$ cat config.mk
export PLATFORM = sky130hd
export DESIGN_NAME = keypad_debounce_encoder
export DESIGN_NICKNAME = d
export VERILOG_FILES = /design/src/rtl/timer_input_pkg.sv /design/src/rtl/key_onehot_encode.sv /design/src/rtl/keypad_debounce_encoder.sv
export SDC_FILE = /design/constraint.sdc
export NUM_CORES = 1
export LEC_CHECK = 0
export ABC_AREA = 1
export CAP_MARGIN = 5
export CORE_MARGIN = 2
export CORE_UTILIZATION = 55
export DETAILED_ROUTE_END_ITERATION = 10
export PLACE_DENSITY = 0.78
export SLEW_MARGIN = 40
export SYNTH_ARGS = -nofsm -noshare
export SYNTH_HDL_FRONTEND = slang
export SYNTH_SLANG_ARGS = --single-unit
export TNS_END_PERCENT = 10
$ cat constraint.sdc
create_clock -name clock -period 4.4 [get_ports clock]
set_input_delay 0.88 -clock clock [delete_from_list [all_inputs] [get_ports clock]]
set_output_delay 0.88 -clock clock [all_outputs]
set_load 0.05 [all_outputs]
$ cat src/rtl/timer_input_pkg.sv
// Shared types and constants for the timer-input keypad path and its debounce handshake.
package timer_input_pkg;

  localparam int unsigned NUM_KEYS    = 10;
  localparam int unsigned CODE_W      = 4;
  // Rising edges with db_clear_n high before the debounce counter raises db_edge
  localparam int unsigned DB_EDGE_LAT = 5;

  typedef enum logic [1:0] {
    IDLE,
    ARM,
    CONFIRM,
    HOLD
  } kde_state_e;

endpackage

$ cat src/rtl/key_onehot_encode.sv
// Combinational keypad decode: single-key detect, index encode, and compare against the captured key.
module key_onehot_encode #(
  parameter int unsigned NUM_KEYS = timer_input_pkg::NUM_KEYS,
  parameter int unsigned CODE_W   = timer_input_pkg::CODE_W
) (
  input  logic [NUM_KEYS-1:0] keys_i,
  input  logic [CODE_W-1:0]   cap_code_i,
  output logic                exactly_one_o,
  output logic [CODE_W-1:0]   code_o,
  output logic                match_o
);

  always_comb begin
    exactly_one_o = (keys_i != '0) && ((keys_i & (keys_i - NUM_KEYS'(1))) == '0);
    code_o        = '0;
    match_o       = 1'b1;
    // match_o is true only when keys_i is exactly the one-hot of cap_code_i
    for (int unsigned i = 0; i < NUM_KEYS; i++) begin
      if (keys_i[i]) code_o = CODE_W'(i);
      if (keys_i[i] != (cap_code_i == CODE_W'(i))) match_o = 1'b0;
    end
  end

endmodule

$ cat src/rtl/keypad_debounce_encoder.sv
// Keypad controller: arms the debounce counter on a single-key press, emits one validated
// BCD code per press, and waits for a debounced release before re-arming.
module keypad_debounce_encoder #(
  parameter int unsigned NUM_KEYS       = timer_input_pkg::NUM_KEYS,
  parameter int unsigned CODE_W         = timer_input_pkg::CODE_W,
  parameter int unsigned EDGE_TIMEOUT   = 12,
  parameter int unsigned RELEASE_CYCLES = 4
) (
  input  logic                clock,
  input  logic                clear,
  input  logic [NUM_KEYS-1:0] keys,
  input  logic                db_edge,
  output logic                db_clear_n,
  output logic [CODE_W-1:0]   key_code,
  output logic                key_valid,
  output logic                key_busy,
  output logic                db_fault
);
  import timer_input_pkg::*;

  localparam int unsigned TW = $clog2(EDGE_TIMEOUT + 1);
  localparam int unsigned RW = $clog2(RELEASE_CYCLES + 1);

  kde_state_e        state_q, state_d;
  logic [CODE_W-1:0] cap_q, cap_d;
  logic [CODE_W-1:0] code_q, code_d;
  logic [TW-1:0]     tmo_q, tmo_d, tmo_inc;
  logic [RW-1:0]     rel_q, rel_d, rel_inc;
  logic              fault_q, fault_d;
  logic              valid_q, clrn_q, busy_q;

  logic              exactly_one;
  logic              match;
  logic [CODE_W-1:0] idx;

  key_onehot_encode #(
    .NUM_KEYS (NUM_KEYS),
    .CODE_W   (CODE_W)
  ) u_enc (
    .keys_i        (keys),
    .cap_code_i    (cap_q),
    .exactly_one_o (exactly_one),
    .code_o        (idx),
    .match_o       (match)
  );

  always_comb begin
    state_d = state_q;
    cap_d   = cap_q;
    code_d  = code_q;
    tmo_d   = tmo_q;
    rel_d   = rel_q;
    fault_d = fault_q;
    tmo_inc = (tmo_q == TW'(EDGE_TIMEOUT)) ? tmo_q : tmo_q + TW'(1);
    if (keys != '0)                     rel_inc = '0;
    else if (rel_q == RW'(RELEASE_CYCLES)) rel_inc = rel_q;
    else                                rel_inc = rel_q + RW'(1);

    unique case (state_q)
      IDLE: begin
        if (exactly_one) begin
          state_d = ARM;
          cap_d   = idx;
          tmo_d   = '0;
        end
      end
      ARM: begin
        tmo_d = tmo_inc;
        // A changed key pattern outranks db_edge so a bounce always restarts debounce
        if (!match) begin
          state_d = IDLE;
        end else if (db_edge) begin
          state_d = CONFIRM;
          code_d  = cap_q;
        end else if (tmo_inc >= TW'(EDGE_TIMEOUT)) begin
          state_d = IDLE;
          fault_d = 1'b1;
        end
      end
      CONFIRM: begin
        state_d = HOLD;
        rel_d   = '0;
      end
      HOLD: begin
        rel_d = rel_inc;
        if (rel_inc >= RW'(RELEASE_CYCLES)) state_d = IDLE;
      end
      default: state_d = IDLE;
    endcase
  end

  // Outputs are registered from the next state so they line up with the state they describe
  always_ff @(posedge clock or posedge clear) begin
    if (clear) begin
      state_q <= IDLE;
      cap_q   <= '0;
      code_q  <= '0;
      tmo_q   <= '0;
      rel_q   <= '0;
      fault_q <= 1'b0;
      valid_q <= 1'b0;
      clrn_q  <= 1'b0;
      busy_q  <= 1'b0;
    end else begin
      state_q <= state_d;
      cap_q   <= cap_d;
      code_q  <= code_d;
      tmo_q   <= tmo_d;
      rel_q   <= rel_d;
      fault_q <= fault_d;
      valid_q <= (state_d == CONFIRM);
      clrn_q  <= (state_d == ARM);
      busy_q  <= (state_d != IDLE);
    end
  end

  assign db_clear_n = clrn_q;
  assign key_code   = code_q;
  assign key_valid  = valid_q;
  assign key_busy   = busy_q;
  assign db_fault   = fault_q;

endmodule

==> flow_metrics.py, run 1 <==
metrics = {
    "clocking": {
        "cts_buffer_depth": 2,
        "cts_resized": 0,
        "htreeDepth": 1,
        "cts-root-buf": "clkbuf_4",
        "ctsHoldBuffers": 0,
        "cts_tree": "yes",
        "cts_buffers": 3,
        "clk_pin_slew_ps": 110,
        "cts.sinks": 21,
        "cts_setup_buffers": 0,
        "clock_latency_ps": 310,
    },
    "final_layout": {
        "seqCellArea_um2": 526,
        "final_cells": 250,
        "n_fill_cell": 228,
        "diodes": 0,
        "layout_commonest_cell": "nand2_1",
        "final_cell_mix": "nand2_1, dfrtp_1, clkdlybuf4s50_1",
        "syn2layout_area_growth_pct": 18.1,
        "drive_gt1_share_pct": 12.7,
        "fin_nets": 238,
        "multi_input_area_um2": 766,
        "post-route-util_pct": 67.4,
    },
    "status": {
        "status": "finished, final reports clean",
    },
    "worst_setup_path": {
        "start_kind": "flop",
        "slowest_delay_ps": 810,
        "reg2reg_slack_ps": 2490,
        "crit_arrival_ps": 1500,
        "worst-path-buf-inv": 1,
        "critical_path_class": "flop to output pin",
        "crit_chain": "clkdlybuf4s50_1",
        "crit_required_ps": 3520,
        "endpoint_kind": "output pin",
        "cp_max_fo": 2,
        "cp_top_family": "buffers and inverters",
        "cpMaxStageDelayCell": "clkdlybuf4s50_1",
    },
    "sta": {
        "fmaxAchievable_mhz": 420,
        "rsz0062_at_grt": "no",
        "setup_viol": 0,
        "fin_crit_sh_pct": 54.1,
        "min_period_ps": 2380,
        "whs_ps": 492,
        "tns_ps": 0,
        "max_slew_margin_pct": 66.5,
        "finalHoldViolCount": 0,
        "tightest_slew_ps": 501,
        "finalMaxSlewViolations": 0,
        "fin_ws_ps": 2020,
        "fin_worst_skew_ps": 1.33,
    },
    "job": {
        "cap_violations": 0,
    },
    "synthesis": {
        "syn-cell-area_um2": 1400,
        "yosysSeqAreaShare_pct": 37.5,
        "synthCells": 197,
        "synth_warnings": 0,
        "synth_nets": 214,
        "synth.area.top_cells": "dfrtp_1, nand2_1, inv_1",
        "synth-seq-cells": 21,
        "yosysUniqueCellTypes": 25,
        "synth_top_area_share_pct": 37.5,
        "syn_area_per_cell_um2": 7.11,
        "synth_top_area_cell": "dfrtp_1",
    },
    "die": {
        "dieArea_um2": 2970,
        "rows": 18,
        "start_util_pct": 57.0,
        "io_pins": 21,
        "coreArea_um2": 2450,
        "die_y_um": 54.5,
        "die_w_um": 54.5,
    },
    "grt": {
        "first_global_vias": 1199,
        "grt_overflow": 0,
        "antenna_found_initial": 0,
        "grt_max_degree": 22,
        "grt_pass1_wl_um": 4840,
        "grtUsageTotal_pct": 22.6,
    },
    "route": {
        "drtAntennaViolNets": 0,
        "drt_iter0_drc": 29,
        "viasPerCell": 5.26,
        "drc": 0,
        "wl_um": 2890,
        "num_vias": 1316,
        "dr.pass1.iters": 4,
        "wl_per_cell_um": 11.5,
    },
    "power_and_ir_drop": {
        "vdd_drop_max_v": 0.000136,
        "powerDensity_nw_per_um2": 204,
        "power_leakage_uw": 0.000800,
    },
    "place": {
        "dpl.hpwl_um": 2290,
        "dp.cells": 246,
        "finalWeightedCongestion": 0.864,
        "pre_cts_ws_ps": 1780,
        "portBuffers": 20,
    },
    "hold_path": {
        "hp-class": "flop to flop",
    },
}
[area by class of cell]
cell class,count,area share (%)
clock inverter,1,0.303
timing repair buffer,20,12.1
multi-input combinational,149,46.3
clock buffer,3,1.36
tap,30,2.27
inverter,26,5.90
sequential,21,31.8
[worst paths after layout]
check	startpoint	endpoint	cells past startpoint
max in group asynchronous	clear	rel_q[1]	2
setup / recovery	key_code[0]	key_code[0]	1
min in group asynchronous	clear	key_code[0]	2
hold / removal	db_fault	db_fault	1
setup reg to reg	cap_q[3]	db_clear_n	8
hold reg to reg	db_fault	db_fault	1
[metrics by stage]
| stage | power [uW] | cell area (um2) |
|---|---|---|
| 2_1_floorplan | 226 | 1400 |
| 3_3_place_gp | 245 | 1630 |
| 3_5_place_dp | 247 | 1630 |
| 4_1_cts | 338 | 1650 |
| 5_1_grt | 351 | 1650 |
| 6_report | 337 | 1650 |
[synth_stat cells, drive strengths merged]
library cell / instances
nand3b: 1
nor2: 27
o21ai: 13
nor3: 2
o32ai: 1
nand4: 3
xor2: 4
nand3: 16
inv: 26
nand2: 66
a21boi: 1
o22ai: 2
a21oi: 7
o21bai: 1
dfrtp: 21
ha: 4
buf: 1
xnor2: 1
[state kept, by name, summed over array words and instances (netlist names)]
signal      cells
cap_q           4
key_code        4
tmo_q           4
rel_q           3
state_q         2
db_clear_n      1
db_fault        1
key_busy        1
key_valid       1
[kinds of logic (layout without fill, tap and decap cells)]
| kind of cell | count (synthesis) | in the layout | synth area share [%] |
|---|---|---|---|
| buffers and inverters | 27 | 50 | 7.77 |
| AOI/OAI and AO/OA | 25 | 25 | 10.8 |
| DFF | 21 | 21 | 37.5 |
| and+or+nand+nor | 115 | 115 | 37.2 |
| xor gates and xnor gates | 5 | 5 | 3.13 |
| adders and majority gates | 4 | 4 | 3.57 |
[metal layers]
| layer | part of all wire (%) | global-route usage (%) | vias up |
|---|---|---|---|
| met2 | 50 | 41.0 | 36 |
| li1 | - | - | 672 |
| met3 | 3.7 | 1.64 | 5 |
| met4 | 1.7 | 9.17 | 0 |
| met5 | 0 | 0 | - |
| met1 | 45 | 27.3 | 603 |
[power breakdown]
| group | internal [uW] | switching [uW] |
|---|---|---|
| registers | 195 | 2.03 |
| logic | 19.6 | 26.9 |
| clock network | 34.0 | 59.5 |
| total | 248 | 88.4 |
Note: power is estimated with default switching activity, not from simulation.
==> inputs of run 2 (changes only) <==
- CORE_UTILIZATION: 55 -> 53
- PLACE_DENSITY: 0.78 -> 0.75
- clock period: 4.4 -> 2.4 ns (I/O delays scaled with it)
==> run 2 against run 1 <==
- register-to-register slack got worse by 2000 ps
- clock power grew 84%
- worst setup slack worse by 1700 ps
- worst hold slack improved by 4.8 ps
- clock skew about the same
- highest routed layer unchanged
==> flow_metrics.py, run 2 (synthesis results as in run 1) <==
metrics = {
    "status": {
        "status": "finished, final reports clean",
    },
    "worst_setup_path": {
        "slowest_delay_ps": 490,
        "worst-path-buf-inv": 2,
        "cpMaxStageDelayCell": "clkdlybuf4s50_1",
        "cp_max_fo": 10,
        "endpoint_kind": "flop",
        "start_kind": "primary input",
        "reg2reg_to": "db_clear_n",
        "r2r_start": "cap_q[3]",
        "critical_path_class": "primary input to flop",
        "r2r_cells": 10,
        "cp_top_family": "simple AND/OR/NAND/NOR gates",
        "crit_required_ps": 2600,
        "reg2reg_slack_ps": 520,
        "crit_chain": "clkdlybuf4s50_1, nor2_1, nand2_1, nor2_1, o21ai_1, nor2_4, nand2_1, o21ai_0, inv_1",
        "crit_arrival_ps": 2240,
    },
    "clocking": {
        "cts_resized": 0,
        "cts_buffers": 3,
        "cts_setup_buffers": 0,
        "cts-root-buf": "clkbuf_4",
        "cts_buffer_depth": 2,
        "cts.sinks": 21,
        "htreeDepth": 1,
        "clk_pin_slew_ps": 120,
        "clock_latency_ps": 300,
        "ctsHoldBuffers": 0,
        "cts_tree": "yes",
    },
    "route": {
        "viasPerCell": 5.33,
        "wl_um": 3030,
        "drc": 0,
        "wl_met2_um": 1480,
        "wl_met3_um": 95,
        "num_vias": 1344,
        "drt_iter0_drc": 46,
        "wl_met1_um": 1380,
        "dr.pass1.iters": 4,
        "highest_layer": "met4",
        "drtAntennaViolNets": 0,
        "wl_per_cell_um": 12.0,
    },
    "power_and_ir_drop": {
        "powerDensity_nw_per_um2": 370,
        "clock_power_share_pct": 27.9,
        "vdd_drop_max_v": 0.000329,
        "p_sw_share_pct": 26.2,
        "power_leakage_uw": 0.000812,
        "power_frac_comb_pct": 13.8,
        "net-switching-power_uw": 162,
        "p_int_uw": 456,
        "seqPwrFrac_pct": 58.4,
    },
    "final_layout": {
        "fin_nets": 240,
        "post-route-util_pct": 66.8,
        "syn2layout_area_growth_pct": 19.2,
        "diodes": 0,
        "final_cells": 252,
        "final_cell_mix": "nand2_1, dfrtp_1, inv_1, clkdlybuf4s50_1, nor2_1",
        "n_fill_cell": 218,
        "layout_commonest_cell": "nand2_1",
        "drive_gt1_share_pct": 13.1,
    },
    "grt": {
        "antenna_found_initial": 0,
        "first_global_vias": 1181,
        "grt_pass1_wl_um": 5130,
        "grt_overflow": 0,
        "grtUsageTotal_pct": 20.7,
        "grt_max_degree": 22,
    },
    "sta": {
        "tns_ps": 0,
        "fin_ws_ps": 360,
        "setup_viol": 0,
        "fin_worst_skew_ps": 1.64,
        "finalMaxSlewViolations": 0,
        "max_slew_margin_pct": 66.6,
        "min_period_ps": 2040,
        "fin_crit_sh_pct": 85.0,
        "whs_ps": 497,
        "tightest_slew_ps": 500,
        "finalHoldViolCount": 0,
        "rsz0062_at_grt": "no",
        "fmaxAchievable_mhz": 490,
    },
    "die": {
        "start_util_pct": 56.0,
        "io_pins": 21,
        "die_y_um": 55.4,
        "dieArea_um2": 3070,
        "coreArea_um2": 2500,
        "die_w_um": 55.4,
        "rows": 18,
    },
    "place": {
        "pre_cts_ws_ps": 76.0,
        "dpl.hpwl_um": 2520,
        "dp.cells": 248,
        "finalWeightedCongestion": 0.876,
        "portBuffers": 20,
    },
    "job": {
        "cap_violations": 0,
    },
    "hold_path": {
        "hp-class": "primary input to async pin",
    },
}
[run 2: worst min-delay path, stage by stage]
cell,delay (ps)
clkdlybuf4s50_1,390
inv_1,60
buf_4,270
[run 2: power by group through the flow]
stage	Combinational, uW	Clock, uW	Sequential (uW)
6_report	85.1	172	361
4_1_cts	85.9	176	361
5_1_grt	96.7	189	362
3_3_place_gp	84.1	0	367
3_5_place_dp	85.9	0	368
2_1_floorplan	46.8	0	367
[run 2: worst max path at each step]
stage,startpoint,endpoint,slack (ps),cells past startpoint
2_1_floorplan,cap_q[3],key_code[0],880,9
3_3_place_gp,keys[1],cap_q[3],110,9
3_5_place_dp,keys[6],cap_q[3],80,9
4_1_cts,key_code[1],key_code[1],390,1
5_1_grt,keys[6],key_busy,210,9
6_report,keys[6],cap_q[3],360,9
[run 2: per-stage QoR]
stage,power (uW),cell area [um2]
after detailed placement,454,1640
after floorplan,414,1400
final,618,1670
after global placement,451,1640
after global routing,647,1670
after CTS,623,1670
[run 2: area by class of cell]
cell class	count	area, um2	area share [%]
Sequential cell	21	526	31.5
Multi-Input combinational cell	149	766	45.9
Clock inverter	1	5.00	0.300
Timing Repair Buffer	22	215	12.9
Clock buffer	3	22.5	1.35
Inverter	26	97.6	5.85
Tap cell	30	37.5	2.25
[run 2: per-layer routing]
metal	vias to the layer above	GRT usage, %
met4	0	9.41
met1	625	26.8
met3	8	2.58
li1	677	-
met5	-	0
met2	34	34.4
